## src/rtl/logos_pkg.sv

```systemverilog
// Shared widths, command entry layout and dispatcher state encoding for the
// logos command dispatcher.
package logos_pkg;

    localparam int OPCODE_W   = 8;
    localparam int SLOT_W     = 4;
    localparam int DMA_ADDR_W = 48;

    // Consecutive ready-high ACK cycles that mark a zero-latency completion.
    localparam int ACK_WINDOW = 2;

    typedef struct packed {
        logic                  target;
        logic [DMA_ADDR_W-1:0] dma_addr;
        logic [SLOT_W-1:0]     slot;
        logic [OPCODE_W-1:0]   opcode;
    } cmd_entry_t;

    localparam int CMD_ENTRY_W = $bits(cmd_entry_t);

    typedef enum logic [1:0] {
        ST_IDLE,
        ST_ACK,
        ST_DONE_WAIT
    } disp_state_t;

endpackage

```

## src/rtl/logos_cmd_fifo.sv

```systemverilog
// Synchronous FIFO holding queued host commands; the head entry is readable
// combinationally so the dispatcher can load it on the issue edge.
module logos_cmd_fifo #(
    parameter int WIDTH = 61,
    parameter int DEPTH = 8
) (
    input  logic                   clk,
    input  logic                   rst,
    input  logic                   push,
    input  logic [WIDTH-1:0]       push_data,
    input  logic                   pop,
    output logic [WIDTH-1:0]       head_data,
    output logic                   full,
    output logic                   empty,
    output logic [$clog2(DEPTH):0] count
);

    localparam int AW = $clog2(DEPTH);

    logic [WIDTH-1:0] mem [DEPTH];
    logic [AW-1:0]    wr_ptr_reg;
    logic [AW-1:0]    rd_ptr_reg;
    logic [AW:0]      count_reg;
    logic             push_ok;
    logic             pop_ok;

    assign push_ok   = push && !full;
    assign pop_ok    = pop && !empty;
    assign full      = (count_reg == (AW+1)'(DEPTH));
    assign empty     = (count_reg == '0);
    assign count     = count_reg;
    assign head_data = mem[rd_ptr_reg];

    always_ff @(posedge clk) begin
        if (push_ok) begin
            mem[wr_ptr_reg] <= push_data;
        end
    end

    // Power-of-two depth lets the pointers wrap naturally.
    always_ff @(posedge clk or posedge rst) begin
        if (rst) begin
            wr_ptr_reg <= '0;
            rd_ptr_reg <= '0;
            count_reg  <= '0;
        end else begin
            if (push_ok) begin
                wr_ptr_reg <= wr_ptr_reg + AW'(1);
            end
            if (pop_ok) begin
                rd_ptr_reg <= rd_ptr_reg + AW'(1);
            end
            case ({push_ok, pop_ok})
                2'b10:   count_reg <= count_reg + (AW+1)'(1);
                2'b01:   count_reg <= count_reg - (AW+1)'(1);
                default: count_reg <= count_reg;
            endcase
        end
    end

endmodule

```

## src/rtl/logos_cmd_dispatcher.sv

```systemverilog
// Host command queue and single-outstanding issuer for the NTT core command port.
// Optional watchdog in DONE_WAIT is enabled with LOGOS_DISPATCH_TIMEOUT_EN.
module logos_cmd_dispatcher
    import logos_pkg::*;
#(
    parameter int DEPTH          = 8,
    parameter int TIMEOUT_CYCLES = 4096
) (
    input  logic                   clk,
    input  logic                   rst,
    input  logic                   host_valid,
    output logic                   host_ready,
    input  logic [7:0]             host_opcode,
    input  logic [3:0]             host_slot,
    input  logic [47:0]            host_dma_addr,
    input  logic                   host_target,
    output logic                   cmd_valid,
    output logic [7:0]             cmd_opcode,
    output logic [3:0]             cmd_slot,
    output logic [47:0]            cmd_dma_addr,
    output logic                   cmd_target,
    input  logic                   core_ready,
    output logic                   busy,
    output logic [$clog2(DEPTH):0] fifo_count,
    output logic                   done_pulse,
    output logic [15:0]            done_count,
    output logic                   err_timeout
);

    localparam int ACK_CNT_W = $clog2(ACK_WINDOW + 1);

    disp_state_t          state_reg;
    disp_state_t          state_next;
    logic [ACK_CNT_W-1:0] ack_cnt_reg;
    logic [ACK_CNT_W-1:0] ack_cnt_next;
    cmd_entry_t           cmd_entry_reg;
    cmd_entry_t           host_entry;
    cmd_entry_t           head_entry;
    logic                 cmd_valid_reg;
    logic                 done_pulse_reg;
    logic [15:0]          done_count_reg;
    logic                 fifo_full;
    logic                 fifo_empty;
    logic                 issue;
    logic                 complete;
    logic                 issue_block;
    logic                 timeout_reached;

    assign host_entry = '{target:   host_target,
                          dma_addr: host_dma_addr,
                          slot:     host_slot,
                          opcode:   host_opcode};

    logos_cmd_fifo #(
        .WIDTH (CMD_ENTRY_W),
        .DEPTH (DEPTH)
    ) u_fifo (
        .clk       (clk),
        .rst       (rst),
        .push      (host_valid && !fifo_full),
        .push_data (host_entry),
        .pop       (issue),
        .head_data (head_entry),
        .full      (fifo_full),
        .empty     (fifo_empty),
        .count     (fifo_count)
    );

    always_comb begin
        state_next   = state_reg;
        ack_cnt_next = ack_cnt_reg;
        issue        = 1'b0;
        complete     = 1'b0;
        case (state_reg)
            ST_IDLE: begin
                if (!fifo_empty && core_ready && !issue_block) begin
                    issue        = 1'b1;
                    ack_cnt_next = '0;
                    state_next   = ST_ACK;
                end
            end
            ST_ACK: begin
                // Ready that never drops inside the window means the core finished instantly.
                if (!core_ready) begin
                    state_next = ST_DONE_WAIT;
                end else if (ack_cnt_reg == ACK_CNT_W'(ACK_WINDOW - 1)) begin
                    complete   = 1'b1;
                    state_next = ST_IDLE;
                end else begin
                    ack_cnt_next = ack_cnt_reg + ACK_CNT_W'(1);
                end
            end
            ST_DONE_WAIT: begin
                if (core_ready) begin
                    complete   = 1'b1;
                    state_next = ST_IDLE;
                end else if (timeout_reached) begin
                    state_next = ST_IDLE;
                end
            end
            default: state_next = ST_IDLE;
        endcase
    end

    always_ff @(posedge clk or posedge rst) begin
        if (rst) begin
            state_reg      <= ST_IDLE;
            ack_cnt_reg    <= '0;
            cmd_entry_reg  <= '0;
            cmd_valid_reg  <= 1'b0;
            done_pulse_reg <= 1'b0;
            done_count_reg <= '0;
        end else begin
            state_reg      <= state_next;
            ack_cnt_reg    <= ack_cnt_next;
            cmd_valid_reg  <= issue;
            done_pulse_reg <= complete;
            if (issue) begin
                cmd_entry_reg <= head_entry;
            end
            if (complete) begin
                done_count_reg <= done_count_reg + 16'd1;
            end
        end
    end

`ifdef LOGOS_DISPATCH_TIMEOUT_EN
    localparam int WD_W = $clog2(TIMEOUT_CYCLES + 1);

    logic [WD_W-1:0] wd_cnt_reg;
    logic            err_timeout_reg;

    assign timeout_reached = (wd_cnt_reg == WD_W'(TIMEOUT_CYCLES - 1));
    assign issue_block     = err_timeout_reg;
    assign err_timeout     = err_timeout_reg;

    // Counts only consecutive DONE_WAIT cycles with the core still busy.
    always_ff @(posedge clk or posedge rst) begin
        if (rst) begin
            wd_cnt_reg      <= '0;
            err_timeout_reg <= 1'b0;
        end else begin
            if (state_reg != ST_DONE_WAIT || core_ready || timeout_reached) begin
                wd_cnt_reg <= '0;
            end else begin
                wd_cnt_reg <= wd_cnt_reg + WD_W'(1);
            end
            if (state_reg == ST_DONE_WAIT && !core_ready && timeout_reached) begin
                err_timeout_reg <= 1'b1;
            end
        end
    end
`else
    assign timeout_reached = 1'b0;
    assign issue_block     = 1'b0;
    assign err_timeout     = 1'b0;

    // Without the watchdog TIMEOUT_CYCLES has no effect.
    if (TIMEOUT_CYCLES < 1) begin : g_timeout_unused
    end
`endif

    assign host_ready   = !fifo_full;
    assign busy         = (state_reg != ST_IDLE) || !fifo_empty;
    assign cmd_valid    = cmd_valid_reg;
    assign cmd_opcode   = cmd_entry_reg.opcode;
    assign cmd_slot     = cmd_entry_reg.slot;
    assign cmd_dma_addr = cmd_entry_reg.dma_addr;
    assign cmd_target   = cmd_entry_reg.target;
    assign done_pulse   = done_pulse_reg;
    assign done_count   = done_count_reg;

endmodule

```

## config.mk

```make
export PLATFORM = sky130hd
export DESIGN_NAME = logos_cmd_dispatcher
export DESIGN_NICKNAME = d
export VERILOG_FILES = /design/src/rtl/logos_pkg.sv /design/src/rtl/logos_cmd_fifo.sv /design/src/rtl/logos_cmd_dispatcher.sv
export SDC_FILE = /design/constraint.sdc
export NUM_CORES = 1
export LEC_CHECK = 0
export ABC_AREA = 1
export CORE_AREA = 2 2 217 219
export DETAILED_ROUTE_END_ITERATION = 6
export DIE_AREA = 0 0 219 221
export PLACE_DENSITY = 0.85
export SLEW_MARGIN = 20
export SYNTH_ARGS = -nofsm -noshare
export SYNTH_HDL_FRONTEND = slang
export SYNTH_HIERARCHICAL = 1
export SYNTH_SLANG_ARGS = --single-unit
```

## constraint.sdc

```tcl
create_clock -name clk -period 8.1 [get_ports clk]
set_clock_uncertainty 0.15 [all_clocks]
set_input_delay 0.81 -clock clk [delete_from_list [all_inputs] [get_ports clk]]
set_output_delay 0.81 -clock clk [all_outputs]
set_load 0.02 [all_outputs]
```

==> reports/metrics.yaml <==
rr_startpoint: "u_fifo/count[0]"
hp-class: "reg -> reg"
switchingPower_w: 0.00382
crit_top_cell: "nand2_1"
total_power_w: 0.0104
routed-via-count: 17226
gp_congestion: 0.846
tightest_slew_ns: 1.07
vias_per_cell: 5.11
cap_viol_max_count: 0
p_int_w: 0.00655
io_pins: 151
synth_cell_types: 29
largest_reg_flops: 488
clk_pin_slew_ns: 0.06
postRouteWirelength_um: 54400
crit_family: "simple AND/OR/NAND/NOR gates"
start_util_pct: 54.3
p_per_area_nw_per_um2: 360
dp_hpwl_um: 29400
layout-drive-gt1-share_pct: 4.70
synthesis.nets: 2681
pwr-share-comb_pct: 34.8
status: "finished, final reports clean"
syn_area_per_cell_um2: 9.60
clk_path_buf_depth: 3
end_kind: "flop"
dieArea_um2: 48400
fin_crit_ns: 3.29
cts_resized: 0
clk_latency_ns: 0.61
cts_post_setup_buffers_inserted: 0
grt_pass1_wl_um: 85600
ys_warn_count: 6
synth_area_um2: 25000
drt-wirelength-per-cell_um: 16.1
cp_slowest_cell: "nand3_4"
crit_chain: "clkdlybuf4s50_1, nand3_4, inv_2, nand2_1, inv_1, ha_1, ha_1, or2_2, nand2_1, nand2_1, nand3_1, nand2_1"
rsz0062_at_grt: "false"
p_leak_nw: 12.6
timing.slew.headroom_pct: 28.3
ys_ff_latch: 581
cts_max_level: 2
timing.critical_path.buf_inv: 3
nFillCells: 3346
cts_root_buf: "clkbuf_16"
fp.dieW_um: 219
numCtsBuffers: 55
required_ns: 8.44
drt-pass1-iter-count: 6
portBuffers: 149
finalSetupTns_ns: 0
peakVddDrop_v: 0.000270
cts_tree: "yes"
drt_iter0_markers: 1630
use_met2_pct: 39.3
final_nets: 2795
cp-start-kind: "input pin"
cts-hold-fix-buffers: 0
max_freq_mhz: 304
layout_common_cells: "1055 x nand2_1, 503 x nor2_1, 488 x edfxtp_1"
max_stage_delay_ns: 0.64
drtAntennaViolNets: 0
remaining_drc_errors: 0
worstSetupPathType: "in -> reg"
pwr-share-clk_pct: 25.7
fp.dieH_um: 221
busiest_layer: "met2"
hold_path_startpoint: "cmd_opcode[3]"
final_common_cell: "nand2_1"
cp-startpoint: "core_ready"
period_share_pct: 40.6
cp.arrival_ns: 3.63
finalMaxSlewViolations: 0
switching_share_pct: 36.9
antenna_found_initial: 6
post-route-util_pct: 62.6
grt_start_max_net_pins: 195
grt_pass1_vias: 17342
cts_sinks: 581
finalHoldViolCount: 0
grt_util_met1_pct: 26.7
synth_cells: 2604
grt_use_met3_pct: 4.12
track_usage_pct: 22.5
setup_violations: 0
gr-total-overflow: 0
rows: 79
crit_fanout: 62
syn_to_final_growth_pct: 15.4
yosysSeqAreaShare_pct: 67.9
core-area_um2: 46100
power_frac_seq_pct: 39.5
[worst min-delay path, stage by stage (launching register included)]
cell,delay [ns]
dfrtp_1,0.34
nand2_1,0.05
nand2_1,0.06
[kinds of logic after synthesis]
kind of cell | after synthesis | synth area share, %
AOI/OAI and AO/OA | 11 | 0.220
xor gates and xnor gates | 12 | 0.421
adders and majority gates | 12 | 0.631
buffers and inverters | 395 | 6.50
DFF | 581 | 67.9
other | 1 | 0.0150
and+or+nand+nor | 1592 | 24.3
[routing by layer]
metal	part of all wire, %	wire, µm
met1	38	20700
met2	51	27800
met3	7.5	4060
met4	3.3	1820
met5	0.064	35
[metrics by stage]
step	hold WS (ns)	setup WS [ns]	std cells	cell area (µm²)
final	0.327	4.81	3374	28800
after global routing	0.345	4.55	3373	28800
after CTS	0.332	4.78	3370	28800
after detailed placement	0.315	4.17	3267	26900
after global placement	0.311	4.33	3267	26900
after floorplan	0.328	2.02	2604	25000
[final timing paths]
path                       cells after the start               to  slack, ns
hold reg to reg                                2    cmd_opcode[3]       0.33
setup / recovery                              12  u_fifo/count[3]       4.81
min in group asynchronous                      2  u_fifo/count[0]       0.45
setup reg to reg                              15  u_fifo/count[3]       4.84
hold / removal                                 2    cmd_opcode[3]       0.33
max in group asynchronous                      3  cmd_dma_addr[7]       6.27
[power groups by stage]
stage | Clock [W] | Sequential [W] | Combinational, W
after detailed placement | 0 | 0.00420 | 0.00349
after global placement | 0 | 0.00418 | 0.00332
final | 0.00266 | 0.00410 | 0.00361
after floorplan | 0 | 0.00428 | 0.00236
after global routing | 0.00281 | 0.00415 | 0.00403
after CTS | 0.00269 | 0.00415 | 0.00354
[cells in the mapped netlist, drive strengths merged]
| cell type | instances | area, µm² |
|---|---|---|
| nor2 | 505 | 1910 |
| ha | 11 | 138 |
| and2 | 1 | 6.26 |
| clkinv | 1 | 3.75 |
| xnor2 | 6 | 52.6 |
| nand3b | 7 | 52.6 |
| nand2 | 1056 | 3970 |
| inv | 285 | 1070 |
| nor3 | 8 | 40.0 |
| a21oi | 2 | 10.0 |
| edfxtp | 488 | 14700 |
| xor2 | 6 | 52.6 |
| or2 | 2 | 12.5 |
| dfrtp | 93 | 2330 |
| clkbuf | 20 | 75.1 |
| o21ai | 9 | 45.0 |
| nand3 | 12 | 65.1 |
| conb | 1 | 3.75 |
| buf | 89 | 477 |
| fa | 1 | 20.0 |
| nand4 | 1 | 6.26 |
[final cells by class]
cell class | count | area, µm² | area share, %
inverter | 286 | 1080 | 3.74
tap | 607 | 759 | 2.63
timing repair buffer | 166 | 1660 | 5.77
multi-input combinational | 1628 | 6430 | 22.3
clock inverter | 38 | 438 | 1.52
clock buffer | 65 | 1460 | 5.05
sequential | 581 | 17000 | 58.9
antenna | 3 | 7.51 | 0.0260
Power figures use the tool's default switching activity.
